==> config.mk <==
export PLATFORM = sky130hd
export DESIGN_NAME = data_bus_arbiter
export DESIGN_NICKNAME = d
export VERILOG_FILES = /design/src/rtl/data_bus_pkg.sv /design/src/rtl/bus_return_tracker.sv /design/src/rtl/data_bus_arbiter.sv
export SDC_FILE = /design/constraint.sdc
export NUM_CORES = 1
export LEC_CHECK = 0
export CORE_AREA = 2 2 122 124
export CTS_CLUSTER_DIAMETER = 40
export DETAILED_ROUTE_END_ITERATION = 10
export DIE_AREA = 0 0 124 126
export PLACE_DENSITY = 0.59
export SLEW_MARGIN = 15
export SYNTH_ARGS = -nofsm -noshare
export SYNTH_HDL_FRONTEND = slang
export SYNTH_SLANG_ARGS = --single-unit
==> constraint.sdc <==
create_clock -name clock -period 1.2 [get_ports clock]
set_input_delay 0.24 -clock clock [delete_from_list [all_inputs] [get_ports clock]]
set_output_delay 0.24 -clock clock [all_outputs]
set_load 0.01 [all_outputs]
==> src/rtl/data_bus_pkg.sv <==
// Shared types for the data memory bus arbiter: master identifiers, the default
// request bundle layout and the supported read-latency bound.
package data_bus_pkg;

  localparam int BUS_ADDR_WIDTH   = 32;
  localparam int BUS_DATA_WIDTH   = 32;
  localparam int MAX_READ_LATENCY = 4;

  typedef enum logic {
    M0 = 1'b0,
    M1 = 1'b1
  } master_id_t;

  // Request bundle for the default bus geometry.
  typedef struct packed {
    logic                        write;
    logic [BUS_ADDR_WIDTH-1:0]   address;
    logic [BUS_DATA_WIDTH-1:0]   write_data;
    logic [BUS_DATA_WIDTH/8-1:0] byte_enable;
  } bus_req_t;

  // The master that loses to, or wins against, the given one on a conflict.
  function automatic master_id_t other_master(input master_id_t id);
    master_id_t res;
    if (id == M0) begin
      res = M1;
    end else begin
      res = M0;
    end
    return res;
  endfunction

endpackage

==> src/rtl/bus_return_tracker.sv <==
// Tracks accepted reads through the memory latency: a {valid, id} shift pipe whose
// last stage names the master that owns the data currently on bus_read_data.
module bus_return_tracker
  import data_bus_pkg::*;
#(
  parameter int LATENCY = 1
) (
  input  logic       clock,
  input  logic       reset,
  input  logic       push_valid,
  input  master_id_t push_id,
  output logic       ret_valid,
  output master_id_t ret_id
);

  logic [LATENCY-1:0] valid_r;
  master_id_t         id_r [LATENCY];

  // Shift the read tags one stage per cycle; reset drops every read in flight.
  always_ff @(posedge clock) begin
    if (reset) begin
      valid_r <= '0;
      for (int i = 0; i < LATENCY; i++) begin
        id_r[i] <= M0;
      end
    end else begin
      valid_r[0] <= push_valid;
      id_r[0]    <= push_id;
      for (int i = 1; i < LATENCY; i++) begin
        valid_r[i] <= valid_r[i-1];
        id_r[i]    <= id_r[i-1];
      end
    end
  end

  assign ret_valid = valid_r[LATENCY-1];
  assign ret_id    = id_r[LATENCY-1];

endmodule

==> src/rtl/data_bus_arbiter.sv <==
// Two-master arbiter for the single data memory bus: M0 is the core load/store
// port, M1 the AES DMA port. Grants are per cycle, the winner's request drives the
// bus combinationally, and read data is routed back to the issuing master.
module data_bus_arbiter
  import data_bus_pkg::*;
#(
  parameter int ADDR_WIDTH     = BUS_ADDR_WIDTH,
  parameter int DATA_WIDTH     = BUS_DATA_WIDTH,
  parameter int READ_LATENCY   = 1,
  parameter int FIXED_PRIORITY = 0
) (
  input  logic                    clock,
  input  logic                    reset,
  input  logic                    m0_req,
  input  logic                    m0_write,
  input  logic [ADDR_WIDTH-1:0]   m0_address,
  input  logic [DATA_WIDTH-1:0]   m0_write_data,
  input  logic [DATA_WIDTH/8-1:0] m0_byte_enable,
  output logic                    m0_gnt,
  output logic                    m0_rvalid,
  output logic [DATA_WIDTH-1:0]   m0_read_data,
  input  logic                    m1_req,
  input  logic                    m1_write,
  input  logic [ADDR_WIDTH-1:0]   m1_address,
  input  logic [DATA_WIDTH-1:0]   m1_write_data,
  input  logic [DATA_WIDTH/8-1:0] m1_byte_enable,
  output logic                    m1_gnt,
  output logic                    m1_rvalid,
  output logic [DATA_WIDTH-1:0]   m1_read_data,
  output logic [ADDR_WIDTH-1:0]   bus_address,
  output logic [DATA_WIDTH-1:0]   bus_write_data,
  output logic [DATA_WIDTH/8-1:0] bus_byte_enable,
  output logic                    bus_read_enable,
  output logic                    bus_write_enable,
  input  logic [DATA_WIDTH-1:0]   bus_read_data
);

  localparam int BE_WIDTH = DATA_WIDTH / 8;

  typedef struct packed {
    logic                  write;
    logic [ADDR_WIDTH-1:0] address;
    logic [DATA_WIDTH-1:0] write_data;
    logic [BE_WIDTH-1:0]   byte_enable;
  } req_t;

  req_t       req0_s;
  req_t       req1_s;
  req_t       sel_req_s;
  logic       gnt0_s;
  logic       gnt1_s;
  master_id_t last_grant_r;
  logic       push_valid_s;
  master_id_t push_id_s;
  logic       ret_valid_s;
  master_id_t ret_id_s;

  assign req0_s = {m0_write, m0_address, m0_write_data, m0_byte_enable};
  assign req1_s = {m1_write, m1_address, m1_write_data, m1_byte_enable};

  // Pick at most one winner; on a conflict either M0 is fixed winner or the
  // master that did not win last time goes next, so nobody waits more than a cycle.
  always_comb begin
    gnt0_s = 1'b0;
    gnt1_s = 1'b0;
    if (reset) begin
      gnt0_s = 1'b0;
      gnt1_s = 1'b0;
    end else if (m0_req && m1_req) begin
      if (FIXED_PRIORITY != 0) begin
        gnt0_s = 1'b1;
      end else if (other_master(last_grant_r) == M0) begin
        gnt0_s = 1'b1;
      end else begin
        gnt1_s = 1'b1;
      end
    end else if (m0_req) begin
      gnt0_s = 1'b1;
    end else if (m1_req) begin
      gnt1_s = 1'b1;
    end else begin
      gnt0_s = 1'b0;
      gnt1_s = 1'b0;
    end
  end

  // Remember the most recent winner; idle cycles leave it untouched.
  always_ff @(posedge clock) begin
    if (reset) begin
      last_grant_r <= M1;
    end else if (gnt0_s) begin
      last_grant_r <= M0;
    end else if (gnt1_s) begin
      last_grant_r <= M1;
    end else begin
      last_grant_r <= last_grant_r;
    end
  end

  // Steer the winner's request onto the bus; an idle bus is driven all-zero.
  always_comb begin
    sel_req_s = '0;
    if (gnt0_s) begin
      sel_req_s = req0_s;
    end else if (gnt1_s) begin
      sel_req_s = req1_s;
    end else begin
      sel_req_s = '0;
    end
  end

  assign bus_address      = sel_req_s.address;
  assign bus_write_data   = sel_req_s.write_data;
  assign bus_byte_enable  = sel_req_s.byte_enable;
  assign bus_read_enable  = (gnt0_s | gnt1_s) & ~sel_req_s.write;
  assign bus_write_enable = (gnt0_s | gnt1_s) & sel_req_s.write;

  assign m0_gnt = gnt0_s;
  assign m1_gnt = gnt1_s;

  assign push_valid_s = bus_read_enable;
  assign push_id_s    = gnt1_s ? M1 : M0;

  bus_return_tracker #(
    .LATENCY (READ_LATENCY)
  ) u_tracker (
    .clock      (clock),
    .reset      (reset),
    .push_valid (push_valid_s),
    .push_id    (push_id_s),
    .ret_valid  (ret_valid_s),
    .ret_id     (ret_id_s)
  );

  // Route returning data to its owner; the other master sees zero data.
  always_comb begin
    m0_rvalid    = 1'b0;
    m1_rvalid    = 1'b0;
    m0_read_data = '0;
    m1_read_data = '0;
    if (ret_valid_s && (ret_id_s == M0)) begin
      m0_rvalid    = 1'b1;
      m0_read_data = bus_read_data;
    end else if (ret_valid_s && (ret_id_s == M1)) begin
      m1_rvalid    = 1'b1;
      m1_read_data = bus_read_data;
    end else begin
      m0_rvalid = 1'b0;
      m1_rvalid = 1'b0;
    end
  end

endmodule

==> impl_metrics.ini <==
[status]
status = complete, but fails checks
violations = setup timing

[final_layout]
drive_gt1_frac = 0.544
nNetsFinal = 861
area_growth_pct = 168
postLayoutCellArea_sq_mm = 0.00763
fin_cells = 870
diodes = 0

[timing]
final_max_slew_viol_count = 0
tightest_slew_ns = 0.250
finalSetupViolCount = 139
finClkSkew_ns = 0.000376
clock.fmax_mhz = 585
setup_slack_ns = -0.509
period_needed_ns = 1.71
fin_crit_sh = 1.42
rsz0062_at_grt = yes
finalHoldViolCount = 0
relSlewSlack = 0.833

[drt]
drt-initial-drc-count = 127
viasPerCell = 4.62
routedWlPerCell_um = 18.3
first_pass_iters = 4
vias = 4023
ant_nets = 0
wl_um = 15900
route.detailed.drc = 0

[clock_tree]
insertion_delay_ns = 0.22
cts_inserted_buffers = 3
cts.path.max_buffers = 2
holdBufCountCts = 0
clock_sinks = 3
clkSlewWorstSetupHoldPaths_ns = 0.03
cts_root_buf = clkbuf_16
cts-htree-levels = 1
cts_tree = done

[power_and_ir_drop]
p_leak_nw = 3.07
ir_drop_uv = 335
power_density_mw_per_mm2 = 440

[floorplan]
initial_core_util = 0.199
io_pins = 312
coreArea_sq_mm = 0.0143
num_rows = 44
die_w_um = 124
die_y_um = 126
fp.dieArea_sq_mm = 0.0156

[synthesis]
syn_avg_cell_area_sq_um = 8.52
synthCells = 335
synth_nets = 509
netlist_area_sq_mm = 0.00285
ys_top_cells_by_area = o32ai_2, nand2b_1, and2_1
synth_top_area_frac = 0.388
synth_cell_types = 21
synth_top_area_cell = o32ai_2
synth_seq_cells = 3
yosysWarningCount = 0
yosysSeqAreaShare = 0.0211

[setup_path]
rrSetupSlack_ns = -0.06
worst_setup_path_end_kind = output pin
crit_path_start_kind = flip-flop
critPathKind = reg -> out
required_ns = 0.96
worstPathArrival_ns = 1.47
crit_fanout = 7

[global_route]
grt_max_degree = 63
grt_pass1_vias = 4139
grt_pass1_wl_um = 22100
grt-ovfl-total = 0
grt_antenna_before_repair = 0
gr-usage-all-layers = 0.181

[run]
cap_violations = 0

[worst_hold_path]
min-delay-path-class = in -> reg

[place]
dp_hpwl_um = 11000
dp.cells = 810
place_area_sq_mm = 0.00655
place_congestion = 0.868
portBuffers = 311
[sequential cells by signal (all words and copies together) (netlist names)]
register / flops
last_grant_r: 1
u_tracker.id_r: 1
u_tracker.ret_valid: 1
[synth_stat cells, drive strengths merged]
cell type	instances
a21bo	1
dlygate4sd1	1
or2	2
inv	1
a211o	1
nand2b	138
nor2	2
nor2b	2
and3	32
and2	33
clkbuf	7
nor3	1
o32ai	71
dfxtp	3
dlymetal6s2s	3
buf	37
[worst max-delay path, stage by stage (launching register included)]
cell	delay, ns
dfxtp_2	0.31
buf_6	0.11
a21bo_4	0.24
buf_12	0.16
buf_12	0.15
o32ai_4	0.09
buf_2	0.18
[path summary, 6_finish.rpt]
| path | startpoint | end | depth (start not counted) |
|---|---|---|---|
| setup / recovery | last_grant_r | bus_write_data[12] | 6 |
| hold / removal | reset | u_tracker.id_r[0] | 3 |
| setup reg to reg | last_grant_r | u_tracker.ret_valid | 6 |
| hold reg to reg | last_grant_r | last_grant_r | 2 |
[area by class of cell]
type                            count  area [sq um]
Timing Repair Buffer              395          4130
Clock buffer                        4          78.8
Inverter                            1          6.26
Tap cell                          184           230
Fill cell                        1291          6680
Sequential cell                     3          68.8
Multi-Input combinational cell    283          3120
[placed cells by master (no fill, tap or decap), types with 7 or more instances in the layout]
cell             synthesis  routed
clkdlybuf4s50_1          0     166
nand2b_1               138     132
buf_6                    8     102
buf_2                   21      69
o32ai_2                 68      41
and3_4                   0      31
o32ai_4                  0      30
and2_4                   0      30
buf_12                   0      22
buf_4                    8      12
buf_8                    0       8
buf_16                   0       7
[through the flow]
| stage | setup slack (ns) | power (mW) | utilization | hold slack, ns | TNS [ns] |
|---|---|---|---|---|---|
| 6_report | -0.509 | 3.36 | 0.533 | 0.508 | -51.60 |
| 5_1_grt | -0.566 | 3.53 | 0.533 | 0.536 | -57.88 |
| 4_1_cts | -0.534 | 3.19 | 0.491 | 0.511 | -54.53 |
| 3_5_place_dp | -1.04 | 2.40 | 0.457 | 0.564 | -101.35 |
| 3_3_place_gp | -1.03 | 2.38 | 0.457 | 0.557 | -100.45 |
| 2_1_floorplan | -0.00967 | 1.15 | - | 0.458 | -0.416 |
[power breakdown]
group          switching (mW)  internal (mW)  leakage [nW]
registers              0.0116          0.107        0.0260
logic                    1.07           1.65          3.00
clock network          0.0901          0.438        0.0382
total                    1.17           2.19          3.07
[layer usage]
| layer | part of all wire | routed length, um | track usage | up-vias |
|---|---|---|---|---|
| met3 | 0.082 | 1310 | 0.0399 | 18 |
| met1 | 0.34 | 5470 | 0.182 | 1885 |
| met4 | 0.012 | 190 | 0.0258 | 0 |
| met5 | 0 | 0 | 0 | - |
| met2 | 0.56 | 8920 | 0.373 | 191 |
| li1 | - | - | - | 1929 |
[kinds of logic after synthesis]
group / synth area share
buffers and inverters: 0.116
DFF: 0.0211
and+or+nand+nor: 0.459
AOI/OAI and AO/OA: 0.404
[what timing repair did]
item	in CTS	in global routing
endpoints found under the hold margin	0	0
cloned	13	3
endpoints found under the setup margin	141	139
buffers inserted	34	13
pin swaps	18	19
resized for setup	655	138
Note: power is estimated with default switching activity, not from simulation.
